**config.mk**
```make
export PLATFORM = sky130hd
export DESIGN_NAME = uart_tx_arbiter
export DESIGN_NICKNAME = d
export VERILOG_FILES = /design/src/rtl/uart_tx_pkg.sv /design/src/rtl/rr_arbiter.sv /design/src/rtl/uart_tx_arbiter.sv
export SDC_FILE = /design/constraint.sdc
export NUM_CORES = 1
export LEC_CHECK = 0
export ABC_AREA = 1
export CAP_MARGIN = 40
export CORE_MARGIN = 2
export CORE_UTILIZATION = 40
export DETAILED_ROUTE_END_ITERATION = 8
export HOLD_SLACK_MARGIN = 0.15
export MAX_ROUTING_LAYER = met4
export PLACE_DENSITY = 0.75
export RECOVER_POWER = 100
export SKIP_CTS_REPAIR_TIMING = 1
export SYNTH_ARGS = -nofsm -noshare
export SYNTH_HDL_FRONTEND = slang
export SYNTH_HIERARCHICAL = 1
export SYNTH_SLANG_ARGS = --single-unit
```
**constraint.sdc**
```tcl
create_clock -name CLK -period 2.15 [get_ports CLK]
set_input_delay 0.3225 -clock CLK [delete_from_list [all_inputs] [get_ports CLK]]
set_output_delay 0.3225 -clock CLK [all_outputs]
set_load 0.02 [all_outputs]
```
**src/rtl/uart_tx_pkg.sv**
```systemverilog
// Shared definitions for the UART transmit-side arbiter: FSM encoding, parity types, defaults.
package uart_tx_pkg;

  localparam logic [1:0] ST_IDLE      = 2'd0;
  localparam logic [1:0] ST_LOAD      = 2'd1;
  localparam logic [1:0] ST_WAIT_BUSY = 2'd2;
  localparam logic [1:0] ST_WAIT_DONE = 2'd3;

  localparam logic PAR_EVEN = 1'b0;
  localparam logic PAR_ODD  = 1'b1;

  localparam int unsigned BUSY_TMO_DEF = 4;
  localparam int unsigned CNT_W        = 4;

endpackage

```
**src/rtl/rr_arbiter.sv**
```systemverilog
// Combinational round-robin pick: first set request at or above ptr, else first set from 0.
module rr_arbiter #(
  parameter int unsigned NUM_REQ = 4,
  parameter int unsigned IDX_W   = $clog2(NUM_REQ)
) (
  input  logic [NUM_REQ-1:0] req,
  input  logic [IDX_W-1:0]   ptr,
  output logic [NUM_REQ-1:0] gnt_c,
  output logic [IDX_W-1:0]   idx_c,
  output logic               any_c
);

  always_comb begin
    gnt_c = '0;
    idx_c = '0;
    any_c = 1'b0;
    // Upper segment [ptr, NUM_REQ-1] first, then wrap to [0, ptr-1].
    for (int j = 0; j < NUM_REQ; j++) begin
      if (!any_c && req[j] && (IDX_W'(j) >= ptr)) begin
        gnt_c[j] = 1'b1;
        idx_c    = IDX_W'(j);
        any_c    = 1'b1;
      end
    end
    for (int j = 0; j < NUM_REQ; j++) begin
      if (!any_c && req[j]) begin
        gnt_c[j] = 1'b1;
        idx_c    = IDX_W'(j);
        any_c    = 1'b1;
      end
    end
  end

endmodule

```
**src/rtl/uart_tx_arbiter.sv**
```systemverilog
// Shares one UART transmitter among NUM_REQ byte requesters, sequencing Data_Valid/Busy
// and holding the winner's byte and parity configuration for the whole frame.
module uart_tx_arbiter
  import uart_tx_pkg::*;
#(
  parameter int unsigned NUM_REQ  = 4,
  parameter int unsigned BUSY_TMO = BUSY_TMO_DEF
) (
  input  logic                       CLK,
  input  logic                       RST,
  input  logic [NUM_REQ-1:0]         req_valid,
  input  logic [8*NUM_REQ-1:0]       req_data,
  input  logic [NUM_REQ-1:0]         req_par_en,
  input  logic [NUM_REQ-1:0]         req_par_typ,
  output logic [NUM_REQ-1:0]         req_ready,
  output logic [7:0]                 tx_p_data,
  output logic                       tx_data_valid,
  output logic                       tx_par_en,
  output logic                       tx_par_typ,
  input  logic                       tx_busy,
  output logic [$clog2(NUM_REQ)-1:0] gnt_id,
  output logic                       frame_done,
  output logic                       tmo_err
);

  localparam int unsigned IDX_W = $clog2(NUM_REQ);

  logic [1:0]         state_q, state_d;
  logic [IDX_W-1:0]   ptr_q, ptr_d;
  logic [CNT_W-1:0]   cnt_q, cnt_d;
  logic [NUM_REQ-1:0] ready_d;
  logic [7:0]         p_data_d;
  logic               dv_d, par_en_d, par_typ_d, done_d, tmo_d;
  logic [IDX_W-1:0]   gnt_id_d;

  logic [NUM_REQ-1:0] arb_gnt;
  logic [IDX_W-1:0]   arb_idx;
  logic               arb_any;
  logic [7:0]         win_data;
  logic               win_par_en, win_par_typ;
  logic [IDX_W-1:0]   ptr_next;

  rr_arbiter #(
    .NUM_REQ (NUM_REQ),
    .IDX_W   (IDX_W)
  ) u_rr_arbiter (
    .req   (req_valid),
    .ptr   (ptr_q),
    .gnt_c (arb_gnt),
    .idx_c (arb_idx),
    .any_c (arb_any)
  );

  // One-hot select of the winner's byte and parity configuration.
  always_comb begin
    win_data    = '0;
    win_par_en  = 1'b0;
    win_par_typ = PAR_EVEN;
    for (int i = 0; i < NUM_REQ; i++) begin
      if (arb_gnt[i]) begin
        win_data    = req_data[8*i +: 8];
        win_par_en  = req_par_en[i];
        win_par_typ = req_par_typ[i];
      end
    end
  end

  assign ptr_next = (gnt_id == IDX_W'(NUM_REQ - 1)) ? '0 : gnt_id + IDX_W'(1);

  always_comb begin
    state_d   = state_q;
    ptr_d     = ptr_q;
    cnt_d     = cnt_q;
    ready_d   = '0;
    dv_d      = 1'b0;
    done_d    = 1'b0;
    tmo_d     = 1'b0;
    p_data_d  = tx_p_data;
    par_en_d  = tx_par_en;
    par_typ_d = tx_par_typ;
    gnt_id_d  = gnt_id;
    case (state_q)
      ST_IDLE: begin
        if (arb_any && !tx_busy) begin
          ready_d   = arb_gnt;
          p_data_d  = win_data;
          par_en_d  = win_par_en;
          par_typ_d = win_par_typ;
          gnt_id_d  = arb_idx;
          dv_d      = 1'b1;
          state_d   = ST_LOAD;
        end
      end
      ST_LOAD: begin
        cnt_d   = '0;
        state_d = ST_WAIT_BUSY;
      end
      ST_WAIT_BUSY: begin
        if (tx_busy) begin
          state_d = ST_WAIT_DONE;
        end else begin
          cnt_d = cnt_q + CNT_W'(1);
          if (cnt_d == CNT_W'(BUSY_TMO)) begin
            tmo_d   = 1'b1;
            ptr_d   = ptr_next;
            state_d = ST_IDLE;
          end
        end
      end
      ST_WAIT_DONE: begin
        if (!tx_busy) begin
          done_d  = 1'b1;
          ptr_d   = ptr_next;
          state_d = ST_IDLE;
        end
      end
      default: state_d = ST_IDLE;
    endcase
  end

  always_ff @(posedge CLK or negedge RST) begin
    if (!RST) begin
      state_q       <= ST_IDLE;
      ptr_q         <= '0;
      cnt_q         <= '0;
      req_ready     <= '0;
      tx_p_data     <= '0;
      tx_data_valid <= 1'b0;
      tx_par_en     <= 1'b0;
      tx_par_typ    <= PAR_EVEN;
      gnt_id        <= '0;
      frame_done    <= 1'b0;
      tmo_err       <= 1'b0;
    end else begin
      state_q       <= state_d;
      ptr_q         <= ptr_d;
      cnt_q         <= cnt_d;
      req_ready     <= ready_d;
      tx_p_data     <= p_data_d;
      tx_data_valid <= dv_d;
      tx_par_en     <= par_en_d;
      tx_par_typ    <= par_typ_d;
      gnt_id        <= gnt_id_d;
      frame_done    <= done_d;
      tmo_err       <= tmo_d;
    end
  end

endmodule
```
== Word-level counts from Yosys, hierarchy flattened ==
Index checks and enable logic that the tools add are counted.
Word-level totals
  register bits after elaboration: 27
  input bits: 47
  output and inout bits: 19
Operators by class
  add/sub/neg operators: 2
  magnitude comparators: 4
  eq/ne operators: 10
  mux-type cells: 55
  reductions and logical operators: 27
Operator list (number)
  two-way mux 8 bit: 4
  two-way mux 1 bit: 31
  two-way mux 2 bit: 14
  logical AND 1 bit: 12
  two-way mux 4 bit: 3
  logical NOT 1 bit: 8
  inequality test 2 bit, second input constant: 4
  case mux 2 bit (4 select lines): 1
  case mux 4 bit (2 select lines): 1
  equality test 2 bit, second input constant: 3
  adder 4 x 1 -> 4 bit, second input constant: 1
  equality test 4 x 3 -> 1 bit, second input constant: 1
  greater-or-equal comparator 1 x 2 -> 1 bit, first input constant: 2
  greater-or-equal comparator 2 bit, first input constant: 2
  case mux 2 bit (2 select lines): 1
  AND reduction 2 bit: 2
  AND reduction 4 bit: 1
  nonzero test 2 bit: 2
  inequality test 3 bit, second input constant: 1
  AND reduction 3 bit: 1
  adder 2 x 1 -> 2 bit, second input constant: 1
  equality test 2 x 1 -> 1 bit, second input constant: 1
  logical NOT 2 bit: 1

== Logic depth before layout (Yosys ltp) ==
  word-level depth: 30
  mapped depth: 13

== By module ==
The synthesis kept the hierarchy.
By module, submodules not included
  uart_tx_arbiter: instances 1, cells an instance 197, area each 1487.7 sq um
  rr_arbiter: instances 1, cells an instance 29, area each 146.4 sq um

== Least setup slack after synthesis ==
No wires, ideal clock.
  path kind: register -> register
  from: reg ptr_q[1]
  to: reg tx_p_data[1]
  setup time: 0.116 ns
  arrival time: 1.418 ns
  data required time: 2.034 ns
  setup slack: 0.616 ns
  stages on the path, launching flop included: 12
  clock period less this slack: 1.534 ns
  cells stage by stage: dfrtp_1 > nand2_1 > nand2_2 > nand2_2 > nor2_4 > nand4_2 > nand2_1 > inv_1 > clkbuf_1 > or2_2 > nand3_1 > nand2_1
Between the ends
  elaborated cells between the ends (all ways): 43
RTL lines
  start, declared: line uart_tx_arbiter.sv:29  | logic [IDX_W-1:0] ptr_q, ptr_d;
  start signal, assigned: line uart_tx_arbiter.sv:136  | ptr_q <= ptr_d;
  greater-or-equal comparator 1 x 2 -> 1 bit: line rr_arbiter.sv:19  | if (!any_c && req[j] && (IDX_W'(j) >= ptr)) begin
  logical AND 1 bit: line rr_arbiter.sv:19
  two-way mux 1 bit: line rr_arbiter.sv:19
  logical NOT 1 bit: line rr_arbiter.sv:19
  logical AND 1 bit (2 in series): line rr_arbiter.sv:19
  two-way mux 1 bit: line rr_arbiter.sv:19
  logical NOT 1 bit: line rr_arbiter.sv:19
  logical AND 1 bit (2 in series): line rr_arbiter.sv:19
  (+8 left out)
  logical NOT 1 bit: line rr_arbiter.sv:26  | if (!any_c && req[j]) begin
  logical AND 1 bit: line rr_arbiter.sv:26
  two-way mux 1 bit: line rr_arbiter.sv:26
  logical NOT 1 bit: line rr_arbiter.sv:26
  logical AND 1 bit: line rr_arbiter.sv:26
  two-way mux 1 bit *: line rr_arbiter.sv:26
  via arb_gnt[2]: line uart_tx_arbiter.sv:36  | logic [NUM_REQ-1:0] arb_gnt;
  two-way mux 8 bit * (2 in series): line uart_tx_arbiter.sv:60  | if (arb_gnt[i]) begin
  end signal, assigned: line uart_tx_arbiter.sv:139  | tx_p_data <= p_data_d;
  end, declared: line uart_tx_arbiter.sv:16  | output logic [7:0] tx_p_data,
The timed path passes the listed nets; every way through them passes the cells marked *.
A chain may end at the register's enable or synchronous reset.

== Worst setup path after layout ==
  from: in req_valid[0]
  to: reg tx_p_data[3]
Between the ends
  elaborated cells between the ends (all ways): 39
RTL lines
  start, declared: line uart_tx_arbiter.sv:11  | input logic [NUM_REQ-1:0] req_valid,
  logical AND 1 bit: line rr_arbiter.sv:19
  two-way mux 1 bit: line rr_arbiter.sv:19
  logical NOT 1 bit: line rr_arbiter.sv:19
  logical AND 1 bit (2 in series): line rr_arbiter.sv:19
  two-way mux 1 bit: line rr_arbiter.sv:19
  logical NOT 1 bit: line rr_arbiter.sv:19
  logical AND 1 bit (2 in series): line rr_arbiter.sv:19
  two-way mux 1 bit: line rr_arbiter.sv:19
  (+7 left out)
  logical NOT 1 bit: line rr_arbiter.sv:26
  logical AND 1 bit: line rr_arbiter.sv:26
  two-way mux 1 bit: line rr_arbiter.sv:26
  logical NOT 1 bit: line rr_arbiter.sv:26
  logical AND 1 bit: line rr_arbiter.sv:26
  two-way mux 1 bit *: line rr_arbiter.sv:26
  via arb_gnt[2]: line uart_tx_arbiter.sv:36
  two-way mux 8 bit * (2 in series): line uart_tx_arbiter.sv:60
Marks and branches as above.

==> results by group <==
Detailed routing
  – Via/cell ratio: 4.75
  – Drt drc: 0
  – Drt total wl: 4160 um
  – Initial drt markers: 140
  – Final ANT Viol Nets: 0
  – Pre-antenna DRT Iters: 4
  – Vias: 1,626
  – Routed WL per cell: 12.2 um

Clock network
  – CTS H-tree lvls: 1
  – TritonCTS Sinks: 27
  – Clock tree from TritonCTS: yes
  – Num CTS Buffers: 3
  – Root Driver: clkbuf_8
  – Bufs on Longest Clock Path: 2
  – Clk slew on worst S/H paths: 0.09 ns
  – Clk Latency, worst-skew pair: 0.27 ns

Worst setup path
  – WP data arrival: 2.02 ns
  – Setup crit end kind: register
  – Maximum net fanout on the critical path: 11
  – Crit path launch type: primary input
  – CP top delay family: simple AND/OR/NAND/NOR gates
  – Slowest CP cell: dlygate4sd3_1
  – R2R setup slack: 0.47 ns
  – Most common cell on crit path: nand2_1
  – Crit-path cells: dlygate4sd3_1 -> nand2_1 -> nand2_2 -> nor2_4 -> nand4_2 -> nand2_1 -> inv_1 -> or2_2 -> nand3_1 -> nand2_1
  – CP Buf/Inv Count: 2
  – Crit-path max cell delay: 0.58 ns
  – Crit path kind: in -> reg
  – Worst EP required: 2.32 ns

STA
  – Setup-failing EPs final: 0
  – Slew HR: 7.13%
  – Worst Slack Setup Final: 0.299 ns
  – Worst-Margin Slew: 1.39 ns
  – Fin. Hold Viols: 0
  – Tcrit/Tclk final: 86.1%
  – Clock Skew: 0.00247 ns
  – RSZ-0062 raised after global routing: false
  – Final setup TNS: 0 ns
  – Final max-slew violation count: 0
  – Final Critical Period: 1.85 ns
  – Fmax: 540 MHz

Logic synthesis
  – Avg Cell Area, Syn: 7.23 um^2
  – Post-Syn Area: 1630 um^2
  – Flops & latches, synth: 27
  – YS warnings: 6
  – Synth cell types: 24
  – Post-Syn Instances: 226
  – Syn Nets: 275
  – Sequential area share after synthesis: 41.3%

Cells and area
  – # fillers: 371
  – Commonest cells after routing, fill and taps aside: nand2_1, clkdlybuf4s50_1, inv_1, nand3_1, dfrtp_1
  – Diode count: 0
  – Design area: 2380 um^2
  – Share of cells above drive strength 1: 9.93%
  – Net count, final: 342
  – Register area: 676 um^2
  – Multi-input gate area: 785 um^2
  – P&R area growth vs syn: 45.4%
  – Most common cell after layout, fill and taps aside: nand2_1
  – Non-Filler Instances: 342

Placed design
  – Dpl hpwl: 3290 um
  – Placed Instance Area: 2340 um^2
  – Cell total after placement: 338
  – Dpl ws: 0.112 ns
  – Placer Congestion: 0.872
  – I/O Buffers: 65

Die
  – Core Area: 3970 um^2
  – Starting density of the core: 41.1%
  – Die X-Extent: 67.9 um
  – # rows: 23
  – I/O pins: 66
  – Die height: 67.9 um
  – Die footprint: 4610 um^2

GRT
  – Initial antenna violation count: 0
  – GR Util All Layers: 19.6%
  – Largest net degree at the start of global routing: 28
  – First-pass GRT wire length: 6650 um
  – Number of global-route vias before repair: 1,458
  – Overflow after GRT: 0

Pwr
  – P per Cell Area: 976 nW/um^2
  – P_leak: 1.26 nW
  – Pwr Total: 2.32 mW
  – Peak VDD IR: 0.367 mV

Min path
  – Worst Hold Class: reg -> reg

Run status
  – Outcome: finished, final reports clean

Flow run
  – Number of max-cap violations: 0
## final timing paths
path | startpoint | end | cells after the start
max | req_valid[0] | tx_p_data[3] | 10
min | cnt_q[0] | cnt_q[0] | 1
max reg2reg | ptr_q[1] | tx_p_data[3] | 11
min reg2reg | cnt_q[0] | cnt_q[0] | 1
max in group asynchronous | RST | cnt_q[0] | 2
min in group asynchronous | RST | req_ready[1] | 2
## cells by family (layout without fill, tap and decap cells)
kind of cell               Yosys count  in the layout  share of synthesized area [%]
buffers and inverters               40            106                           10.2
adders and majority gates            2              2                           1.53
xor gates and xnor gates             1              1                          0.536
AOI/OAI and AO/OA                   13             13                           4.06
muxes                                1              1                          0.613
DFF                                 27             27                           41.3
and+or+nand+nor                    142            142                           41.7
## where the power goes
part           switching [mW]  total (mW)  internal, mW
clock network           0.155       0.288         0.133
registers               0.128       0.810         0.682
logic                   0.715        1.22         0.506
total                   0.998        2.32          1.32
## metrics by stage
stage / utilization [%] / hold slack (ns)
final: 59.8 / 0.513
after global routing: 59.8 / 0.549
after CTS: 60.1 / 0.428
after detailed placement: 59.0 / 0.502
after global placement: 59.0 / 0.487
after floorplan: - / 0.0269
## cells in the mapped netlist
cell	n	area share, %
dfrtp_1	27	41
buf_6	1	0.69
o21ai_0	1	0.31
ha_1	2	1.5
mux2i_1	1	0.61
nand4_2	1	0.77
o22ai_1	1	0.38
a21oi_1	10	3.1
nand4_1	11	4.2
nand2_2	5	1.9
nor2_2	2	0.77
inv_1	29	6.7
or2_2	10	3.8
o21ai_1	1	0.31
nand3_2	1	0.61
inv_2	2	0.46
xnor2_1	1	0.54
clkbuf_1	1	0.23
nand3_1	27	8.3
nor2_1	10	2.3
nor2_4	3	2.1
nand2_1	71	16
buf_2	7	2.1
nand2_4	1	0.69
## layer usage
metal,wire length [um],global-route usage [%]
met1,1940,27.1
met5,0,-
met3,157,1.64
met2,1970,30.3
met4,88,6.75
## layout make-up
cell class              instances  area share, %
clock buffers                   4           1.90
inverters                      31           4.90
multi-input cells             159           33.0
flip-flops and latches         27           28.4
well taps                      50           2.63
repair buffers                 71           29.1
## flip-flops by register name, indices dropped and copies added, names as in the netlist
signal	cells
tx_p_data	8
cnt_q	4
req_ready	4
gnt_id	2
ptr_q	2
state_q	2
frame_done	1
tmo_err	1
tx_data_valid	1
tx_par_en	1
tx_par_typ	1
Note: power is estimated with default switching activity, not from simulation.
